### config.mk
export PLATFORM = sky130hd
export DESIGN_NAME = filter_mem_ctrl
export DESIGN_NICKNAME = d
export VERILOG_FILES = /design/src/rtl/filter_mem_ctrl.sv
export SDC_FILE = /design/constraint.sdc
export NUM_CORES = 1
export LEC_CHECK = 0
export CAP_MARGIN = 20
export CORE_AREA = 2 2 238 240
export DETAILED_ROUTE_END_ITERATION = 12
export DIE_AREA = 0 0 240 242
export PLACE_DENSITY = 0.47
export SYNTH_ARGS = -nofsm -noshare
export SYNTH_HDL_FRONTEND = slang
export SYNTH_SLANG_ARGS = --single-unit
### constraint.sdc
create_clock -name clk_i -period 2.4 [get_ports clk_i]
set_clock_uncertainty 0.15 [all_clocks]
set_input_delay 0.24 -clock clk_i [delete_from_list [all_inputs] [get_ports clk_i]]
set_output_delay 0.24 -clock clk_i [all_outputs]
set_load 0.1 [all_outputs]
### src/rtl/filter_mem_ctrl.sv
// rtl/filter_mem_ctrl.sv - filter sparse-memory load/read sequencer
//
// Purpose: turns a valid/ready stream of compressed filter beats into indexed
// memory writes, and walks a read window of chunks for the compute-unit feed.
// Reads of chunks not yet fully written are held off while a load is running.
//
// Ports:
//   clk_i, rst_i                         clock, synchronous active-high reset
//   ld_start_i, ld_chunk_num_i           start a load of chunks 0..num-1
//   in_valid_i/in_ready_o, in_*          input beat stream
//   wr_valid_o, wr_*                     registered memory write port
//   ld_busy_o, ld_done_o                 load status / completion pulse
//   rd_start_i, rd_chunk_base_i/num_i    start a read window
//   rd_stall_i                           consumer stall
//   rd_dat_count_o, rd_chunk_count_o     read address
//   rd_valid_o, rd_last_o                read beat qualifier / final beat
//   rd_done_o, rd_err_o                  read completion / rejected start
module filter_mem_ctrl #(
  parameter int BUS_SIZE  = 32,
  parameter int MEM_SIZE  = 128,
  parameter int CHUNK_NUM = 8,
  localparam int DAT_CYC  = MEM_SIZE / BUS_SIZE,
  localparam int CW       = $clog2(CHUNK_NUM),
  localparam int DW       = $clog2(DAT_CYC),
  localparam int NW       = $clog2(CHUNK_NUM + 1)
) (
  input  logic                  clk_i,
  input  logic                  rst_i,
  input  logic                  ld_start_i,
  input  logic [NW-1:0]         ld_chunk_num_i,
  input  logic                  in_valid_i,
  output logic                  in_ready_o,
  input  logic [BUS_SIZE-1:0]   in_sparsemap_i,
  input  logic [BUS_SIZE*8-1:0] in_nonzero_data_i,
  output logic                  wr_valid_o,
  output logic [BUS_SIZE-1:0]   wr_sparsemap_o,
  output logic [BUS_SIZE*8-1:0] wr_nonzero_data_o,
  output logic [DW-1:0]         wr_dat_count_o,
  output logic [CW-1:0]         wr_chunk_count_o,
  output logic                  ld_busy_o,
  output logic                  ld_done_o,
  input  logic                  rd_start_i,
  input  logic [CW-1:0]         rd_chunk_base_i,
  input  logic [NW-1:0]         rd_chunk_num_i,
  input  logic                  rd_stall_i,
  output logic [DW-1:0]         rd_dat_count_o,
  output logic [CW-1:0]         rd_chunk_count_o,
  output logic                  rd_valid_o,
  output logic                  rd_last_o,
  output logic                  rd_done_o,
  output logic                  rd_err_o
);

  localparam logic [DW-1:0] DAT_LAST  = DW'(DAT_CYC - 1);
  localparam logic [NW:0]   CHUNK_LIM = (NW+1)'(CHUNK_NUM);

  typedef enum logic {LD_IDLE, LD_LOAD} ld_state_t;
  typedef enum logic {RD_IDLE, RD_RUN}  rd_state_t;

  ld_state_t r_ld_state, w_ld_state_nxt;
  rd_state_t r_rd_state, w_rd_state_nxt;

  logic [DW-1:0]         r_ld_dat;
  logic [CW-1:0]         r_ld_chunk;
  logic [NW-1:0]         r_ld_num;
  logic [NW-1:0]         r_loaded_cnt;
  logic                  r_ld_done;
  logic                  r_wr_valid;
  logic [BUS_SIZE-1:0]   r_wr_sparsemap;
  logic [BUS_SIZE*8-1:0] r_wr_data;
  logic [DW-1:0]         r_wr_dat;
  logic [CW-1:0]         r_wr_chunk;

  logic [DW-1:0]         r_rd_dat;
  logic [CW-1:0]         r_rd_chunk;
  logic [CW-1:0]         r_rd_last_chunk;
  logic                  r_rd_done;
  logic                  r_rd_err;

  logic                  w_ld_start_ok;
  logic                  w_ld_enter;
  logic                  w_accept;
  logic                  w_ld_last_beat;
  logic                  w_chunk_done;
  logic [NW:0]           w_rd_end_sum;
  logic                  w_rd_start_ok;
  logic                  w_rd_valid;
  logic                  w_rd_final;
  logic                  w_rd_consume;

  // ---------------- load side ----------------
  assign w_ld_start_ok  = ld_start_i && (ld_chunk_num_i != '0) &&
                          ((NW+1)'(ld_chunk_num_i) <= CHUNK_LIM);
  assign w_ld_enter     = (r_ld_state == LD_IDLE) && w_ld_start_ok;
  assign in_ready_o     = (r_ld_state == LD_LOAD);
  assign ld_busy_o      = in_ready_o;
  assign w_accept       = in_valid_i && in_ready_o;
  assign w_ld_last_beat = (r_ld_dat == DAT_LAST) &&
                          (NW'(r_ld_chunk) == r_ld_num - NW'(1));
  // A chunk counts as loaded once its final beat is actually on the write port.
  assign w_chunk_done   = r_wr_valid && (r_wr_dat == DAT_LAST);

  always_comb begin
    w_ld_state_nxt = r_ld_state;
    case (r_ld_state)
      LD_IDLE: if (w_ld_start_ok) w_ld_state_nxt = LD_LOAD;
      LD_LOAD: if (w_accept && w_ld_last_beat) w_ld_state_nxt = LD_IDLE;
      default: w_ld_state_nxt = LD_IDLE;
    endcase
  end

  always_ff @(posedge clk_i) begin
    if (rst_i) begin
      r_ld_state     <= LD_IDLE;
      r_ld_dat       <= '0;
      r_ld_chunk     <= '0;
      r_ld_num       <= '0;
      r_loaded_cnt   <= '0;
      r_ld_done      <= 1'b0;
      r_wr_valid     <= 1'b0;
      r_wr_sparsemap <= '0;
      r_wr_data      <= '0;
      r_wr_dat       <= '0;
      r_wr_chunk     <= '0;
    end else begin
      r_ld_state <= w_ld_state_nxt;
      r_wr_valid <= w_accept;
      r_ld_done  <= 1'b0;
      if (w_ld_enter) begin
        // A new pass discards progress of any previous one, re-gating reads.
        r_ld_dat     <= '0;
        r_ld_chunk   <= '0;
        r_loaded_cnt <= '0;
        r_ld_num     <= ld_chunk_num_i;
      end else begin
        if (w_accept) begin
          if (r_ld_dat == DAT_LAST) begin
            r_ld_dat   <= '0;
            r_ld_chunk <= r_ld_chunk + CW'(1);
          end else begin
            r_ld_dat <= r_ld_dat + DW'(1);
          end
        end
        if (w_chunk_done) begin
          r_loaded_cnt <= r_loaded_cnt + NW'(1);
          r_ld_done    <= (r_loaded_cnt + NW'(1) == r_ld_num);
        end
      end
      if (w_accept) begin
        r_wr_sparsemap <= in_sparsemap_i;
        r_wr_data      <= in_nonzero_data_i;
        r_wr_dat       <= r_ld_dat;
        r_wr_chunk     <= r_ld_chunk;
      end
    end
  end

  assign wr_valid_o        = r_wr_valid;
  assign wr_sparsemap_o    = r_wr_sparsemap;
  assign wr_nonzero_data_o = r_wr_data;
  assign wr_dat_count_o    = r_wr_dat;
  assign wr_chunk_count_o  = r_wr_chunk;
  assign ld_done_o         = r_ld_done;

  // ---------------- read side ----------------
  // One extra bit so base+num cannot wrap before the range check.
  assign w_rd_end_sum  = (NW+1)'(rd_chunk_base_i) + (NW+1)'(rd_chunk_num_i);
  assign w_rd_start_ok = (rd_chunk_num_i != '0) && (w_rd_end_sum <= CHUNK_LIM);
  // With no load running every chunk is readable; otherwise only finished ones.
  assign w_rd_valid    = (r_rd_state == RD_RUN) &&
                         ((r_ld_state == LD_IDLE) || (NW'(r_rd_chunk) < r_loaded_cnt));
  assign w_rd_final    = (r_rd_chunk == r_rd_last_chunk) && (r_rd_dat == DAT_LAST);
  assign w_rd_consume  = w_rd_valid && !rd_stall_i;

  always_comb begin
    w_rd_state_nxt = r_rd_state;
    case (r_rd_state)
      RD_IDLE: if (rd_start_i && w_rd_start_ok) w_rd_state_nxt = RD_RUN;
      RD_RUN:  if (w_rd_consume && w_rd_final) w_rd_state_nxt = RD_IDLE;
      default: w_rd_state_nxt = RD_IDLE;
    endcase
  end

  always_ff @(posedge clk_i) begin
    if (rst_i) begin
      r_rd_state      <= RD_IDLE;
      r_rd_dat        <= '0;
      r_rd_chunk      <= '0;
      r_rd_last_chunk <= '0;
      r_rd_done       <= 1'b0;
      r_rd_err        <= 1'b0;
    end else begin
      r_rd_state <= w_rd_state_nxt;
      r_rd_done  <= 1'b0;
      r_rd_err   <= 1'b0;
      if (r_rd_state == RD_IDLE) begin
        if (rd_start_i) begin
          if (w_rd_start_ok) begin
            r_rd_chunk      <= rd_chunk_base_i;
            r_rd_dat        <= '0;
            r_rd_last_chunk <= CW'(w_rd_end_sum - (NW+1)'(1));
          end else begin
            r_rd_err <= 1'b1;
          end
        end
      end else if (w_rd_consume) begin
        if (w_rd_final) begin
          // Address returns to 0 so it reads as idle.
          r_rd_chunk <= '0;
          r_rd_dat   <= '0;
          r_rd_done  <= 1'b1;
        end else if (r_rd_dat == DAT_LAST) begin
          r_rd_dat   <= '0;
          r_rd_chunk <= r_rd_chunk + CW'(1);
        end else begin
          r_rd_dat <= r_rd_dat + DW'(1);
        end
      end
    end
  end

  assign rd_dat_count_o   = r_rd_dat;
  assign rd_chunk_count_o = r_rd_chunk;
  assign rd_valid_o       = w_rd_valid;
  assign rd_last_o        = w_rd_valid && w_rd_final;
  assign rd_done_o        = r_rd_done;
  assign rd_err_o         = r_rd_err;

endmodule
==> results.yml <==
run_status:
  outcome: "finished clean"
global_routing:
  vias_in_the_first_global_route: 11600
  globalRouteTotalUtil: 0.152
  largest_net_degree_at_the_start_of_global_routing: 84
  antenna_violations_before_repair: 4
  grt_pass1_wl_um: 68800
  globalRouteOverflowTotal: 0
synth:
  post-synth-top-count-cell: "sky130_fd_sc_hd__nand2_1"
  synth.top_cells.by_count: "sky130_fd_sc_hd__nand2_1 (595), sky130_fd_sc_hd__dfxtp_1 (320), sky130_fd_sc_hd__a21oi_1 (304)"
  synth_sequential_area_ratio: 0.555
  postSynth.asyncResetShare: 0
  top_flip_flop_cell_by_instance_count_after_synthesis: "sky130_fd_sc_hd__dfxtp_1"
  synth_fp_nets: 1766
  yosys_warnings: 0
  netlist_instances: 1447
  synthesis.area_per_instance_um2: 7.97
  synth_top_area_frac: 0.555
  post-synth-top-area-cell: "sky130_fd_sc_hd__dfxtp_1"
  synth_enable_flop_cells: 0
  ys_ff_latch: 320
  synthDistinctLibCells: 39
  ys_top_cells_by_area: "sky130_fd_sc_hd__dfxtp_1 (56%), sky130_fd_sc_hd__nand2_1 (19%), sky130_fd_sc_hd__a21oi_1 (13%)"
  netlist_area_before_placement_mm2: 0.0115
placed_design:
  dp_slack_ns: -0.523
  port_buffers: 610
  dpl.cell_count: 2760
  place.detailed.hpwl_um: 33900
  finalWeightedCongestion: 0.883
clock_network:
  cts_made_buffers: 40
  cts-htree-levels: 2
  cts_tree: "built"
  clk-insertion-delay-late_ns: 0.54
  cts.sinks: 320
  clkTransAtPathRegs_ns: 0.06
  clock_tree.root_cell: "sky130_fd_sc_hd__clkbuf_16"
  cts_max_path_buffers: 3
route:
  drt_drc_violations_left: 0
  detailedRoute.firstIterationViolations: 417
  detail_route.first_pass.iterations: 5
  routed_wl_um: 46600
  route.detailed.vias_per_inst: 4.15
  ant_nets: 0
  vias: 11700
  post_drt_wl_per_cell_um: 16.4
worst_setup_path:
  cp_num_buf_inv: 2
  crit_arrival_ns: 1.93
  critical-path-slowest-cell: "sky130_fd_sc_hd__dfxtp_2"
  crit_type: "register to output port"
  critical_path.cell_chain: "inv_1 -> ha_1 -> o211ai_1 -> o21ai_2 -> nor2_4 -> buf_12"
  worst_setup_path_start_kind: "register"
  cp_num_cells: 6
  cp_slowest_stage_delay_ns: 0.35
  crit_required_ns: 2.01
  r2r_end: "rd_chunk_count_o[1]"
  timing.reg2reg.setup_slack_ns: 0.45
  timing.critical_path.fanout_max: 3
  critical_path.endpoint_type: "output port"
  reg2reg_depth: 8
  worst_path_dominant_cell_family: "compound AO/OA/AOI/OAI gates"
  timing.rr.start: "r_loaded_cnt[2]"
power_and_ir_drop:
  p_leak_nw: 7.59
  power_per_cell_area_mw_per_mm2: 744
  worst_ir_drop_vdd_mv: 0.406
  total_power_mw: 14.5
cells_and_area:
  final_layout_size_suffix_gt1_frac: 0.214
  fin_nets: 2368
  register_area_mm2: 0.00642
  count_of_filler_cells_inserted_in_the_layout: 5912
  multi_input_area_mm2: 0.00475
  flow.area_growth_from_synthesis_pct: 68.4
  fin_cells: 2833
die:
  num_rows: 87
  die_w_um: 240
  die_y_um: 242
  die_area_mm2: 0.0581
  core_area_mm2: 0.0557
  initial_utilization: 0.207
  floorplan.io_pins: 611
timing:
  period_minus_slack_ns: 2.32
  timing_max_transition_violations_final: 0
  clock.fmax_mhz: 431
  final_hold_viol_count: 0
  hold_ws_ns: 0.0856
  tightest_slew_ns: 0.533
  postLayoutSetupSlackWorst_ns: 0.0809
  fin_crit_sh: 0.966
  finalSetupViolCount: 0
  slew_headroom: 0.645
  timing.setup.tns_ns: 0
hold_path:
  end_point_of_the_most_critical_hold_path: "wr_nonzero_data_o[112]"
  hold_start: "in_nonzero_data_i[112]"
  min_path_cells: 3
  hold_class: "input port to register"
job:
  drv.max_cap_violation_count: 0
-- repair_timing --
action	in CTS	in global routing
buffers inserted	1	1
setup endpoints to repair	2	7
endpoints found under the hold margin	51	0
pin swaps	4	5
hold buffers	1	0
gates cloned	0	0
gates resized for setup	6	6
-- how the worst max path moves through the flow --
stage / from / end / slack (ns)
after floorplan: rd_dat_count_o[0] / rd_last_o / -0.04
after global placement: rd_chunk_base_i[0] / rd_chunk_count_o[1] / -0.47
after detailed placement: rd_chunk_base_i[0] / rd_chunk_count_o[1] / -0.52
after CTS: r_loaded_cnt[2] / rd_last_o / 0.01
after global routing: rd_chunk_num_i[0] / rd_chunk_count_o[1] / -0.002
final: r_loaded_cnt[2] / rd_last_o / 0.08
-- area by class of cell --
type,instances,area share
Antenna cell,2,0.000258
Clock buffer,55,0.0591
Clock inverter,13,0.00612
Inverter,10,0.00193
Multi-Input combinational cell,1014,0.244
Sequential cell,320,0.330
Tap cell,756,0.0487
Timing Repair Buffer,663,0.309
-- metal layers --
layer | vias up | global-route usage | share of wire
li1 | 5880 | - | -
met1 | 5364 | 0.171 | 0.39
met2 | 428 | 0.264 | 0.48
met3 | 69 | 0.0518 | 0.093
met4 | 4 | 0.0564 | 0.028
met5 | - | 0 | 0.00058
-- metrics by stage --
stage          area [um^2]   util
6_report             19400  0.349
5_1_grt              19400  0.349
4_1_cts              19400  0.348
3_5_place_dp         18100  0.324
3_3_place_gp         18100  0.324
2_1_floorplan        11600      -
-- tightest hold or removal path, stage by stage --
cell and delay (ns):
sky130_fd_sc_hd__clkdlybuf4s50_1 0.40, sky130_fd_sc_hd__nand2_1 0.05, sky130_fd_sc_hd__a21oi_1 0.05
-- cell families (layout without fill, tap and decap cells) --
logic type               after synthesis  count (layout)  share of synthesized area
multiplexers                           9               9                    0.00781
AND/OR/NAND/NOR                      649             649                      0.217
flip-flops                           320             320                      0.555
adder cells (fa/ha/maj)               14              14                     0.0158
XOR/XNOR                              23              23                     0.0181
other                                  0               2                          0
AO/OA/AOI/OAI                        319             319                      0.146
buffers and inverters                113             741                     0.0398
-- report_power, final --
group	switching, mW	internal [mW]	leakage, nW
Clock	2.35	3.54	0.635
Combinational	1.97	0.967	4.36
Sequential	0.123	5.51	2.60
-- flip-flops by register name (all words and copies together), names as in the netlist, 2 cells and up --
register           cells
r_ld_chunk             3
wr_sparsemap_o        32
r_loaded_cnt           4
wr_nonzero_data_o    256
rd_dat_count_o         2
wr_chunk_count_o       3
rd_chunk_count_o       3
r_ld_dat               2
wr_dat_count_o         2
r_rd_last_chunk        3
r_ld_num               4
-- placed cells by master, fill, tap and decap left out, types with 9 or more instances in the layout --
cell,Yosys,layout
sky130_fd_sc_hd__inv_1,10,9
sky130_fd_sc_hd__clkbuf_16,0,41
sky130_fd_sc_hd__nor2_1,27,26
sky130_fd_sc_hd__dfxtp_1,320,314
sky130_fd_sc_hd__a21oi_1,304,304
sky130_fd_sc_hd__clkinv_2,0,10
sky130_fd_sc_hd__xnor2_1,14,14
sky130_fd_sc_hd__mux2i_1,9,9
sky130_fd_sc_hd__buf_12,0,21
sky130_fd_sc_hd__nand2_1,595,594
sky130_fd_sc_hd__buf_4,1,337
sky130_fd_sc_hd__ha_1,13,10
sky130_fd_sc_hd__clkdlybuf4s50_1,0,303
Power figures use the tool's default switching activity.
